$ cat src/rtl/alu_pkg.sv
// Shared definitions for the sequential ALU: opcode encodings, FSM states
// and flag bit positions within the ZCFNL flag vector.
package alu_pkg;

    localparam int unsigned OP_W   = 5;
    localparam int unsigned FLAG_W = 5;

    localparam int unsigned FLAG_Z = 4;
    localparam int unsigned FLAG_C = 3;
    localparam int unsigned FLAG_F = 2;
    localparam int unsigned FLAG_N = 1;
    localparam int unsigned FLAG_L = 0;

    typedef enum logic [OP_W-1:0] {
        OP_NOP   = 5'd0,
        OP_AND   = 5'd1,
        OP_OR    = 5'd2,
        OP_XOR   = 5'd3,
        OP_NOT   = 5'd4,
        OP_ADD   = 5'd5,
        OP_ADDU  = 5'd6,
        OP_ADDC  = 5'd7,
        OP_ADDCU = 5'd8,
        OP_SUB   = 5'd9,
        OP_CMP   = 5'd10,
        OP_CMPU  = 5'd11,
        OP_LSH   = 5'd12,
        OP_RSH   = 5'd13,
        OP_ARSH  = 5'd14,
        OP_MUL   = 5'd15
    } op_e;

    typedef enum logic [1:0] {
        ST_IDLE  = 2'd0,
        ST_SHIFT = 2'd1,
        ST_MUL   = 2'd2,
        ST_DONE  = 2'd3
    } state_e;

    function automatic logic is_shift(input logic [OP_W-1:0] op);
        return (op == OP_LSH) || (op == OP_RSH) || (op == OP_ARSH);
    endfunction

endpackage

$ cat src/rtl/alu_seq_if.sv
// Request/response bus of the sequential ALU: valid/ready request with
// operands, valid/ready response with result and flags.
interface alu_seq_if #(
    parameter int unsigned WIDTH = 16
);
    import alu_pkg::*;

    logic                in_valid;
    logic                in_ready;
    logic [OP_W-1:0]     op;
    logic [WIDTH-1:0]    a;
    logic [WIDTH-1:0]    b;
    logic                out_valid;
    logic                out_ready;
    logic [WIDTH-1:0]    result;
    logic [FLAG_W-1:0]   flags;

    modport master (
        output in_valid, op, a, b, out_ready,
        input  in_ready, out_valid, result, flags
    );

    modport slave (
        input  in_valid, op, a, b, out_ready,
        output in_ready, out_valid, result, flags
    );

endinterface

$ cat src/rtl/alu_core.sv
// Combinational ALU: single-cycle ops plus flag generation for every op class.
// Shift and multiply results arrive already iterated via iter_res_i.
module alu_core
    import alu_pkg::*;
#(
    parameter int unsigned WIDTH = 16
) (
    input  logic [OP_W-1:0]   op_i,
    input  logic [WIDTH-1:0]  a_i,
    input  logic [WIDTH-1:0]  b_i,
    input  logic              cin_i,
    input  logic [WIDTH-1:0]  iter_res_i,
    input  logic              iter_hi_nz_i,
    output logic [WIDTH-1:0]  result_c_o,
    output logic [FLAG_W-1:0] flags_c_o
);

    localparam int unsigned XW = WIDTH + 1;

    logic [XW-1:0] add_sum;
    logic [XW-1:0] sub_diff;
    logic          add_cin;
    logic          use_z;

    always_comb begin
        add_cin    = ((op_i == OP_ADDC) || (op_i == OP_ADDCU)) ? cin_i : 1'b0;
        add_sum    = {1'b0, a_i} + {1'b0, b_i} + XW'(add_cin);
        sub_diff   = {1'b0, a_i} - {1'b0, b_i};
        result_c_o = '0;
        flags_c_o  = '0;
        use_z      = 1'b1;
        case (op_i)
            OP_AND:  result_c_o = a_i & b_i;
            OP_OR:   result_c_o = a_i | b_i;
            OP_XOR:  result_c_o = a_i ^ b_i;
            OP_NOT:  result_c_o = ~a_i;
            OP_ADD, OP_ADDC: begin
                result_c_o        = add_sum[WIDTH-1:0];
                flags_c_o[FLAG_C] = add_sum[WIDTH];
                flags_c_o[FLAG_F] = (a_i[WIDTH-1] == b_i[WIDTH-1]) &&
                                    (add_sum[WIDTH-1] != a_i[WIDTH-1]);
            end
            OP_ADDU, OP_ADDCU: begin
                result_c_o        = add_sum[WIDTH-1:0];
                flags_c_o[FLAG_C] = add_sum[WIDTH];
            end
            OP_SUB: begin
                result_c_o        = sub_diff[WIDTH-1:0];
                flags_c_o[FLAG_C] = sub_diff[WIDTH];
                flags_c_o[FLAG_F] = (a_i[WIDTH-1] != b_i[WIDTH-1]) &&
                                    (sub_diff[WIDTH-1] != a_i[WIDTH-1]);
            end
            // Compares report equality, not result==0
            OP_CMP: begin
                use_z             = 1'b0;
                flags_c_o[FLAG_Z] = (a_i == b_i);
                flags_c_o[FLAG_N] = $signed(a_i) < $signed(b_i);
                flags_c_o[FLAG_L] = $signed(a_i) < $signed(b_i);
            end
            OP_CMPU: begin
                use_z             = 1'b0;
                flags_c_o[FLAG_Z] = (a_i == b_i);
                flags_c_o[FLAG_L] = (a_i < b_i);
            end
            OP_LSH, OP_RSH, OP_ARSH: result_c_o = iter_res_i;
            OP_MUL: begin
                result_c_o        = iter_res_i;
                flags_c_o[FLAG_C] = iter_hi_nz_i;
            end
            default: use_z = 1'b0;
        endcase
        if (use_z) begin
            flags_c_o[FLAG_Z] = ~|result_c_o;
        end
    end

endmodule

$ cat src/rtl/alu_seq.sv
// Sequential ALU top: accept/complete handshake FSM, bit-serial shifter and
// shift-add multiplier; single-cycle ops and flags come from alu_core.
module alu_seq
    import alu_pkg::*;
#(
    parameter int unsigned WIDTH = 16,
    parameter int unsigned SHW   = $clog2(WIDTH)
) (
    input  logic        clk,
    input  logic        reset,
    alu_seq_if.slave    bus
);

    localparam int unsigned CNT_W = SHW + 1;
    localparam int unsigned XW    = WIDTH + 1;
    localparam int unsigned PW    = 2 * WIDTH;

    state_e            state_q, state_d;
    logic [OP_W-1:0]   op_q, op_d;
    logic [WIDTH-1:0]  a_q, a_d;
    logic [WIDTH-1:0]  shift_q, shift_d;
    logic [PW-1:0]     prod_q, prod_d;
    logic [CNT_W-1:0]  cnt_q, cnt_d;
    logic [WIDTH-1:0]  result_q, result_d;
    logic [FLAG_W-1:0] flags_q, flags_d;
    logic              out_valid_q, out_valid_d;

    logic              in_ready_c;
    logic              accept_c;
    logic              finish_c;
    logic [WIDTH-1:0]  shift_step_c;
    logic [XW-1:0]     mul_add_c;
    logic [PW-1:0]     mul_step_c;
    logic [OP_W-1:0]   core_op_c;
    logic [WIDTH-1:0]  core_iter_c;
    logic              core_hi_nz_c;
    logic [WIDTH-1:0]  core_result_c;
    logic [FLAG_W-1:0] core_flags_c;

    assign in_ready_c    = (state_q == ST_IDLE) || ((state_q == ST_DONE) && bus.out_ready);
    assign accept_c      = bus.in_valid && in_ready_c;
    assign bus.in_ready  = in_ready_c;
    assign bus.out_valid = out_valid_q;
    assign bus.result    = result_q;
    assign bus.flags     = flags_q;

    // One shift step and one shift-add multiply step per cycle
    always_comb begin
        case (op_q)
            OP_LSH:  shift_step_c = shift_q << 1;
            OP_ARSH: shift_step_c = {shift_q[WIDTH-1], shift_q[WIDTH-1:1]};
            default: shift_step_c = shift_q >> 1;
        endcase
        mul_add_c  = {1'b0, prod_q[PW-1:WIDTH]} + (prod_q[0] ? {1'b0, a_q} : XW'(0));
        mul_step_c = {mul_add_c, prod_q[WIDTH-1:1]};
    end

    // Core sees live bus inputs at acceptance, the iterated value otherwise
    always_comb begin
        core_op_c    = bus.op;
        core_iter_c  = bus.a;
        core_hi_nz_c = 1'b0;
        if (state_q == ST_SHIFT) begin
            core_op_c   = op_q;
            core_iter_c = shift_step_c;
        end else if (state_q == ST_MUL) begin
            core_op_c    = op_q;
            core_iter_c  = mul_step_c[WIDTH-1:0];
            core_hi_nz_c = |mul_step_c[PW-1:WIDTH];
        end
    end

    alu_core #(
        .WIDTH (WIDTH)
    ) u_core (
        .op_i         (core_op_c),
        .a_i          (bus.a),
        .b_i          (bus.b),
        .cin_i        (flags_q[FLAG_C]),
        .iter_res_i   (core_iter_c),
        .iter_hi_nz_i (core_hi_nz_c),
        .result_c_o   (core_result_c),
        .flags_c_o    (core_flags_c)
    );

    always_comb begin
        state_d     = state_q;
        op_d        = op_q;
        a_d         = a_q;
        shift_d     = shift_q;
        prod_d      = prod_q;
        cnt_d       = cnt_q;
        result_d    = result_q;
        flags_d     = flags_q;
        out_valid_d = out_valid_q;
        finish_c    = 1'b0;

        unique case (state_q)
            ST_SHIFT: begin
                shift_d = shift_step_c;
                cnt_d   = cnt_q - CNT_W'(1);
                if (cnt_q == CNT_W'(1)) begin
                    finish_c = 1'b1;
                end
            end
            ST_MUL: begin
                prod_d = mul_step_c;
                cnt_d  = cnt_q - CNT_W'(1);
                if (cnt_q == CNT_W'(1)) begin
                    finish_c = 1'b1;
                end
            end
            ST_DONE: begin
                if (bus.out_ready) begin
                    out_valid_d = 1'b0;
                    state_d     = ST_IDLE;
                end
            end
            default: ;
        endcase

        // A new request may be taken in the same cycle DONE is drained
        if (accept_c) begin
            op_d = bus.op;
            a_d  = bus.a;
            if (is_shift(bus.op) && (bus.b[SHW-1:0] != '0)) begin
                state_d = ST_SHIFT;
                shift_d = bus.a;
                cnt_d   = CNT_W'(bus.b[SHW-1:0]);
            end else if (bus.op == OP_MUL) begin
                state_d = ST_MUL;
                prod_d  = {{WIDTH{1'b0}}, bus.b};
                cnt_d   = CNT_W'(WIDTH);
            end else begin
                finish_c = 1'b1;
            end
        end

        if (finish_c) begin
            state_d     = ST_DONE;
            out_valid_d = 1'b1;
            result_d    = core_result_c;
            flags_d     = core_flags_c;
        end
    end

    always_ff @(posedge clk or posedge reset) begin
        if (reset) begin
            state_q     <= ST_IDLE;
            op_q        <= '0;
            a_q         <= '0;
            shift_q     <= '0;
            prod_q      <= '0;
            cnt_q       <= '0;
            result_q    <= '0;
            flags_q     <= '0;
            out_valid_q <= 1'b0;
        end else begin
            state_q     <= state_d;
            op_q        <= op_d;
            a_q         <= a_d;
            shift_q     <= shift_d;
            prod_q      <= prod_d;
            cnt_q       <= cnt_d;
            result_q    <= result_d;
            flags_q     <= flags_d;
            out_valid_q <= out_valid_d;
        end
    end

endmodule

$ cat src/flat_wrapper.sv
// flat-port wrapper written by rule: the top's interface ports become plain ports
module alu_seq_flat import alu_pkg::*;
#(
    parameter int unsigned WIDTH = 16,
    parameter int unsigned SHW   = $clog2(WIDTH)
)
  (clk, reset, bus_in_valid, bus_op, bus_a, bus_b, bus_out_ready, bus_in_ready, bus_out_valid, bus_result, bus_flags);
  alu_seq_if #(.WIDTH(WIDTH)) bus_i ();
  input  logic clk;
  input  logic reset;
  input wire logic [$bits(bus_i.in_valid)-1:0] bus_in_valid;
  input wire logic [$bits(bus_i.op)-1:0] bus_op;
  input wire logic [$bits(bus_i.a)-1:0] bus_a;
  input wire logic [$bits(bus_i.b)-1:0] bus_b;
  input wire logic [$bits(bus_i.out_ready)-1:0] bus_out_ready;
  output wire logic [$bits(bus_i.in_ready)-1:0] bus_in_ready;
  output wire logic [$bits(bus_i.out_valid)-1:0] bus_out_valid;
  output wire logic [$bits(bus_i.result)-1:0] bus_result;
  output wire logic [$bits(bus_i.flags)-1:0] bus_flags;
  assign bus_i.in_valid = bus_in_valid;
  assign bus_i.op = bus_op;
  assign bus_i.a = bus_a;
  assign bus_i.b = bus_b;
  assign bus_i.out_ready = bus_out_ready;
  assign bus_in_ready = bus_i.in_ready;
  assign bus_out_valid = bus_i.out_valid;
  assign bus_result = bus_i.result;
  assign bus_flags = bus_i.flags;
  alu_seq #(.WIDTH(WIDTH), .SHW(SHW)) u_core (.clk(clk), .reset(reset), .bus(bus_i));
endmodule
$ cat config.mk
export PLATFORM = sky130hd
export DESIGN_NAME = alu_seq_flat
export DESIGN_NICKNAME = d
export VERILOG_FILES = /design/src/rtl/alu_pkg.sv /design/src/rtl/alu_seq_if.sv /design/src/rtl/alu_core.sv /design/src/rtl/alu_seq.sv /design/src/flat_wrapper.sv
export SDC_FILE = /design/constraint.sdc
export NUM_CORES = 1
export LEC_CHECK = 0
export ABC_AREA = 1
export BUFFER_PORTS_ARGS = -buffer_cell sky130_fd_sc_hd__buf_2
export CAP_MARGIN = 25
export CORE_UTILIZATION = 60
export CTS_CLUSTER_SIZE = 28
export DETAILED_ROUTE_END_ITERATION = 8
export PLACE_DENSITY = 0.79
export SYNTH_ARGS = -nofsm -noshare
export SYNTH_HDL_FRONTEND = slang
export SYNTH_SLANG_ARGS = --single-unit
$ cat constraint.sdc
create_clock -name clk -period 4.2 [get_ports clk]
set_input_delay 0.42 -clock clk [delete_from_list [all_inputs] [get_ports clk]]
set_output_delay 0.42 -clock clk [all_outputs]
set_load 0.005 [all_outputs]
==> results of run 1 <==
## cell families after synthesis
group	count (synthesis)
adders and majority gates	74
xor gates and xnor gates	19
DFF	98
buffers and inverters	307
and+or+nand+nor	734
AOI/OAI and AO/OA	240
## timing repair
item	4_1_cts	5_1_grt
resized for setup	0	3
endpoints found under the hold margin	0	0
setup buffers	0	1
setup endpoints to repair	0	1
## power breakdown
group          switching, W  total (W)  internal [W]
logic               0.00294    0.00441       0.00147
registers          0.000324    0.00171       0.00139
clock network      0.000386   0.000932      0.000546
## final cells by class
cell class	count	area (um2)	share of cell area [%]
Tap cell	211	264	2.61
Clock inverter	6	93.8	0.929
Inverter	247	932	9.23
Clock buffer	10	239	2.37
Sequential cell	98	2450	24.3
Timing Repair Buffer	80	443	4.39
Multi-Input combinational cell	1067	5680	56.2
## critical path: cells and delay by family (launching register included)
kind / cells / cell delay (ps)
buffers and inverters: 4 / 340
AOI/OAI and AO/OA: 2 / 220
adders and majority gates: 3 / 1100
and+or+nand+nor: 19 / 1710
DFF: 1 / 400
## per-layer routing
layer	track usage [%]	routed length (um)	up-vias
li1	-	-	4723
met1	50.6	12300	4403
met2	63.8	13800	515
met3	6.24	2760	104
met4	19.5	1540	2
met5	0	13	-
## worst max path at each step
stage,startpoint,to,slack (ps)
after floorplan,u_core.state_q[0],u_core.bus.flags[4],590
after global placement,u_core.state_q[0],u_core.bus.flags[4],400
after global routing,u_core.state_q[0],u_core.bus.flags[4],0.3
final,u_core.state_q[0],u_core.bus.flags[4],340
after detailed placement,u_core.state_q[0],u_core.bus.flags[4],280
after CTS,u_core.state_q[0],u_core.bus.flags[4],260
## stage by stage
step	hold slack, ps	instance area [um2]
final	208	10100
after floorplan	453	9380
after CTS	238	10100
after detailed placement	463	9750
after global placement	461	9750
after global routing	296	10100
## flip-flops by register name, indices dropped and copies added (netlist names)
register              count
u_core.prod_q            32
u_core.a_q               16
u_core.bus.result        16
u_core.shift_q           16
u_core.bus.flags          5
u_core.cnt_q              5
u_core.op_q               5
u_core.state_q            2
u_core.bus.out_valid      1
## layout by cell type, fill, tap and decap left out, drive strengths merged, types with 2 or more instances in the layout
| master | synthesis | final |
|---|---|---|
| nor3 | 13 | 13 |
| bufinv | 0 | 2 |
| o211ai | 12 | 12 |
| o311ai | 2 | 2 |
| fa | 4 | 4 |
| a21boi | 3 | 3 |
| o21ai | 84 | 84 |
| a31oi | 7 | 7 |
| dfrtp | 98 | 98 |
| nand2 | 443 | 443 |
| a211oi | 5 | 5 |
| a21oi | 91 | 91 |
| ha | 70 | 70 |
| inv | 247 | 250 |
| nand3 | 130 | 130 |
| nand3b | 6 | 6 |
| nand4 | 13 | 13 |
| buf | 32 | 80 |
| xnor2 | 4 | 4 |
| a22oi | 21 | 21 |
| xor2 | 15 | 15 |
| nor2 | 126 | 126 |
| clkbuf | 28 | 10 |
| o21bai | 9 | 9 |
==> flow_metrics.tcl, run 1 <==
set metrics [dict create \
    relSlewSlack_pct 36.9 \
    syn_to_final_growth_pct 7.65 \
    end_kind "register" \
    ys_seq_area_share_pct 26.1 \
    placed_cells 1702 \
    synth_fp_nets 1587 \
    drc 0 \
    n_fill_cell 1489 \
    hpwl_mm 23.9 \
    die_w_um 127 \
    synth_top_family_by_area "simple AND/OR/NAND/NOR gates" \
    power.total_w 0.00706 \
    ctsHoldBuffers 0 \
    syn-mean-instance-area_um2 6.37 \
    nets 1618 \
    worst_path_max_delay_cell "fa_1" \
    place_ws_ps 283 \
    drv_slew 0 \
    synth.top_cells.by_area "dfrtp_1, nand2_1, inv_1" \
    finalCritPeriodShare_pct 92.0 \
    synth-warning-count 0 \
    synth_xor_area_share_pct 1.77 \
    async_flop_share_pct 100 \
    skew_ps 11.4 \
    rows 45 \
    yosysTopAreaCellShare_pct 26.1 \
    cp_data_arrival_time_ps 4150 \
    pin_count 64 \
    setup_tns_ps 0 \
    cts_buffer_depth 2 \
    drt-pass1-iter-count 6 \
    leakage_nw 5.85 \
    setup_violations 0 \
    via_per_inst 5.67 \
    hp-class "in2async" \
    routed_wl_mm 30.3 \
    clock_tree.root_cell "clkbuf_16" \
    cp_data_required_time_ps 4480 \
    maxCapViolCount 0 \
    cp_max_fo 14 \
    r2r-start "u_core.state_q[0]" \
    synth_seq_cells 98 \
    yosys_most_used_dff "dfrtp_1" \
    ys_types 47 \
    die-area_um2 16100 \
    yosys-top-cells-count "nand2_1, inv_1, nand3_1" \
    vdd_drop_max_v 0.000361 \
    synthAdderAreaFrac_pct 10.2 \
    cts_sinks 98 \
    antenna_cells 0 \
    clkTransAtPathRegs_ps 70 \
    syn_area_um2 9380 \
    synth.mux.area_fraction_pct 0 \
    grt.total_usage_pct 39.1 \
    core-area_um2 15300 \
    status "finished clean" \
    instances_no_fill 1719 \
    clkLatencyLatePin_ps 350 \
    synth-edff-count 0 \
    synth_most_common_cell "nand2_1" \
    drive_above_1_share_pct 9.08 \
    slowest_delay_ps 410 \
    io_buffer_count 63 \
    yosysTopAreaCell "dfrtp_1" \
    fin_util_pct 66.2 \
    ant_nets 0 \
    grt_max_degree 66 \
    htreeDepth 3 \
    finalWorstSetupSlack_ps 337 \
    grt_pass1_vias 9154 \
    r2r-end "u_core.bus.flags[4]" \
    wire_per_inst_um 17.7 \
    max_freq_ghz 0.259 \
    gp_congestion 1.06 \
    initial_core_util_pct 61.5 \
    vias 9747 \
    die_h_um 127 \
    crit_type "reg2reg" \
    antenna_found_initial 1 \
    powerDensity_nw_per_um2 699 \
    synth-compound-area-share_pct 14.7 \
    drt_iter0_drc 1012 \
    min_period_ps 3860 \
    cts_tree "done" \
    synthCells 1472 \
    start_kind "register" \
    reg2reg_slack_ps 340 \
    finalHoldViolCount 0 \
    yosys.area_share.simple_pct 33.6 \
    crit_top_cell "nand2_1" \
    worst_pin_slew_ps 944 \
    rsz0062_at_grt "false" \
    cts_buffers 9 \
    r2r_cells 28 \
    grt-ovfl-total 0 \
    grt_pass1_wl_mm 48.3 \
]
Power figures use the tool's default switching activity.
==> run 2: changes to the inputs <==
Clock period 4.2 ns to 3.6 ns, I/O delays scaled along.
==> run 2 against run 1 <==
  * Cell count up 1.9%
  * Combinational power increased by 27%
  * Via count increased by 0.88%
  * Worst setup slack got worse by 200 ps
  * Sequential power rose by 16%
  * Cell area up 2.9%
  * Critical path type unchanged
==> flow_metrics.tcl, run 2 (synthesis results as in run 1) <==
set metrics [dict create \
    antenna_cells 0 \
    grt.total_usage_pct 39.7 \
    pwr-share-clk_pct 11.9 \
    finalHoldViolCount 0 \
    regMostFlops "u_core.prod_q" \
    die-area_um2 16100 \
    fin_util_pct 68.1 \
    maxCapViolCount 0 \
    grt_max_degree 54 \
    grt_pass1_vias 9476 \
    crit_type "reg2reg" \
    cp_data_arrival_time_ps 3750 \
    routed_wl_mm 31.0 \
    skew_ps 8.65 \
    drc 0 \
    grt_pass1_wl_mm 49.0 \
    rows 45 \
    power_frac_comb_pct 65.1 \
    slowest_delay_ps 400 \
    vdd_drop_max_v 0.000469 \
    hold_slack_ps 76.3 \
    cts_buffer_depth 2 \
    hp-class "in2async" \
    power.total_w 0.00860 \
    initial_core_util_pct 61.5 \
    htreeDepth 3 \
    drt-pass1-iter-count 5 \
    core-area_um2 15300 \
    clkLatencyLatePin_ps 360 \
    min_period_ps 3470 \
    p_seq_share_pct 23.0 \
    drive_above_1_share_pct 12.0 \
    via_per_inst 5.61 \
    syn_to_final_growth_pct 10.8 \
    drv_slew 0 \
    crit_top_cell "nand2_1" \
    leakage_nw 6.01 \
    cp_data_required_time_ps 3880 \
    antenna_found_initial 0 \
    clkTransAtPathRegs_ps 70 \
    end_kind "register" \
    worst_pin_slew_ps 905 \
    internal_power_w 0.00419 \
    status "finished clean" \
    io_buffer_count 63 \
    cts_tree "done" \
    largest_reg_flops 32 \
    die_h_um 127 \
    cp_max_fo 6 \
    cts_buffers 9 \
    vias 9833 \
    n_fill_cell 1437 \
    start_kind "register" \
    wire_per_inst_um 17.7 \
    gp_congestion 1.06 \
    clock_tree.root_cell "clkbuf_16" \
    ant_nets 0 \
    drt_iter0_drc 823 \
    relSlewSlack_pct 39.5 \
    layout_commonest_cell "nand2_1" \
    finalCritPeriodShare_pct 96.3 \
    p_sw_share_pct 51.2 \
    worst_path_max_delay_cell "dfrtp_1" \
    setup_violations 0 \
    hpwl_mm 24.5 \
    max_freq_ghz 0.288 \
    nets 1651 \
    netSwitchingPower_w 0.00441 \
    grt-ovfl-total 0 \
    cts_sinks 98 \
    rsz0062_at_grt "true" \
    powerDensity_nw_per_um2 827 \
    pin_count 64 \
    die_w_um 127 \
    setup_tns_ps 0 \
    mostFrequentLayoutCells "nand2_1, inv_1, nand3_1" \
]
-- run 2: power by group through the flow --
| stage | logic, W | clock network, W | registers [W] |
|---|---|---|---|
| 4_1_cts | 0.00545 | 0.00103 | 0.00196 |
| 5_1_grt | 0.00621 | 0.00107 | 0.00203 |
| 2_1_floorplan | 0.00387 | 0 | 0.00188 |
| 3_3_place_gp | 0.00521 | 0 | 0.00196 |
| 6_report | 0.00560 | 0.00102 | 0.00198 |
| 3_5_place_dp | 0.00533 | 0 | 0.00198 |
-- run 2: layout make-up --
cell class | instances | area (um2) | area share [%]
inverters | 247 | 932 | 8.97
well taps | 211 | 264 | 2.54
clock inverters | 6 | 72.6 | 0.698
clock buffers | 10 | 239 | 2.30
flip-flops and latches | 98 | 2450 | 23.6
repair buffers | 112 | 687 | 6.61
multi-input cells | 1068 | 5750 | 55.3
-- run 2: per-layer routing --
metal | vias to the layer above | global-route usage (%) | routed length (um) | part of all wire, %
met4 | 0 | 23.0 | 1630 | 5.2
li1 | 4780 | - | - | -
met1 | 4489 | 49.5 | 12800 | 41
met3 | 102 | 5.90 | 2270 | 7.3
met2 | 462 | 65.7 | 14300 | 46
met5 | - | 0 | 0 | 0
-- run 2: critical path, delay by kind of cell (launching register included) --
| kind | cells | cell delay (ps) |
|---|---|---|
| flip-flops | 1 | 400 |
| AO/OA/AOI/OAI | 2 | 210 |
| adder cells (fa/ha/maj) | 3 | 920 |
| AND/OR/NAND/NOR | 19 | 1630 |
| buffers and inverters | 3 | 260 |
-- run 2: through the flow --
| step | cells | cell area, um2 | setup slack, ps |
|---|---|---|---|
| after floorplan | 1472 | 9390 | 12.3 |
| after global placement | 1731 | 9970 | -34.1 |
| after detailed placement | 1731 | 9970 | -171 |
| after CTS | 1751 | 10300 | 15.0 |
| after global routing | 1752 | 10400 | -139 |
| final | 1752 | 10400 | 133 |
-- run 2: what timing repair did --
action	4_1_cts	5_1_grt
hold buffers	0	0
cloned	1	0
endpoints found under the setup margin	4	7
buffers inserted	3	1
gates resized for setup	7	15
pin swaps	2	5
-- run 2: path summary, 6_finish.rpt --
kind / cells after the start / start / slack (ps) / to
max reg2reg: 27 / u_core.state_q[1] / 130 / u_core.bus.flags[4]
max: 27 / u_core.state_q[1] / 130 / u_core.bus.flags[4]
min reg2reg: 2 / u_core.bus.result[3] / 480 / u_core.bus.result[3]
min: 2 / reset / 80 / u_core.bus.result[3]
min in group clk: 3 / bus_b[13] / 280 / u_core.prod_q[13]
max in group asynchronous: 3 / reset / 2710 / u_core.a_q[12]
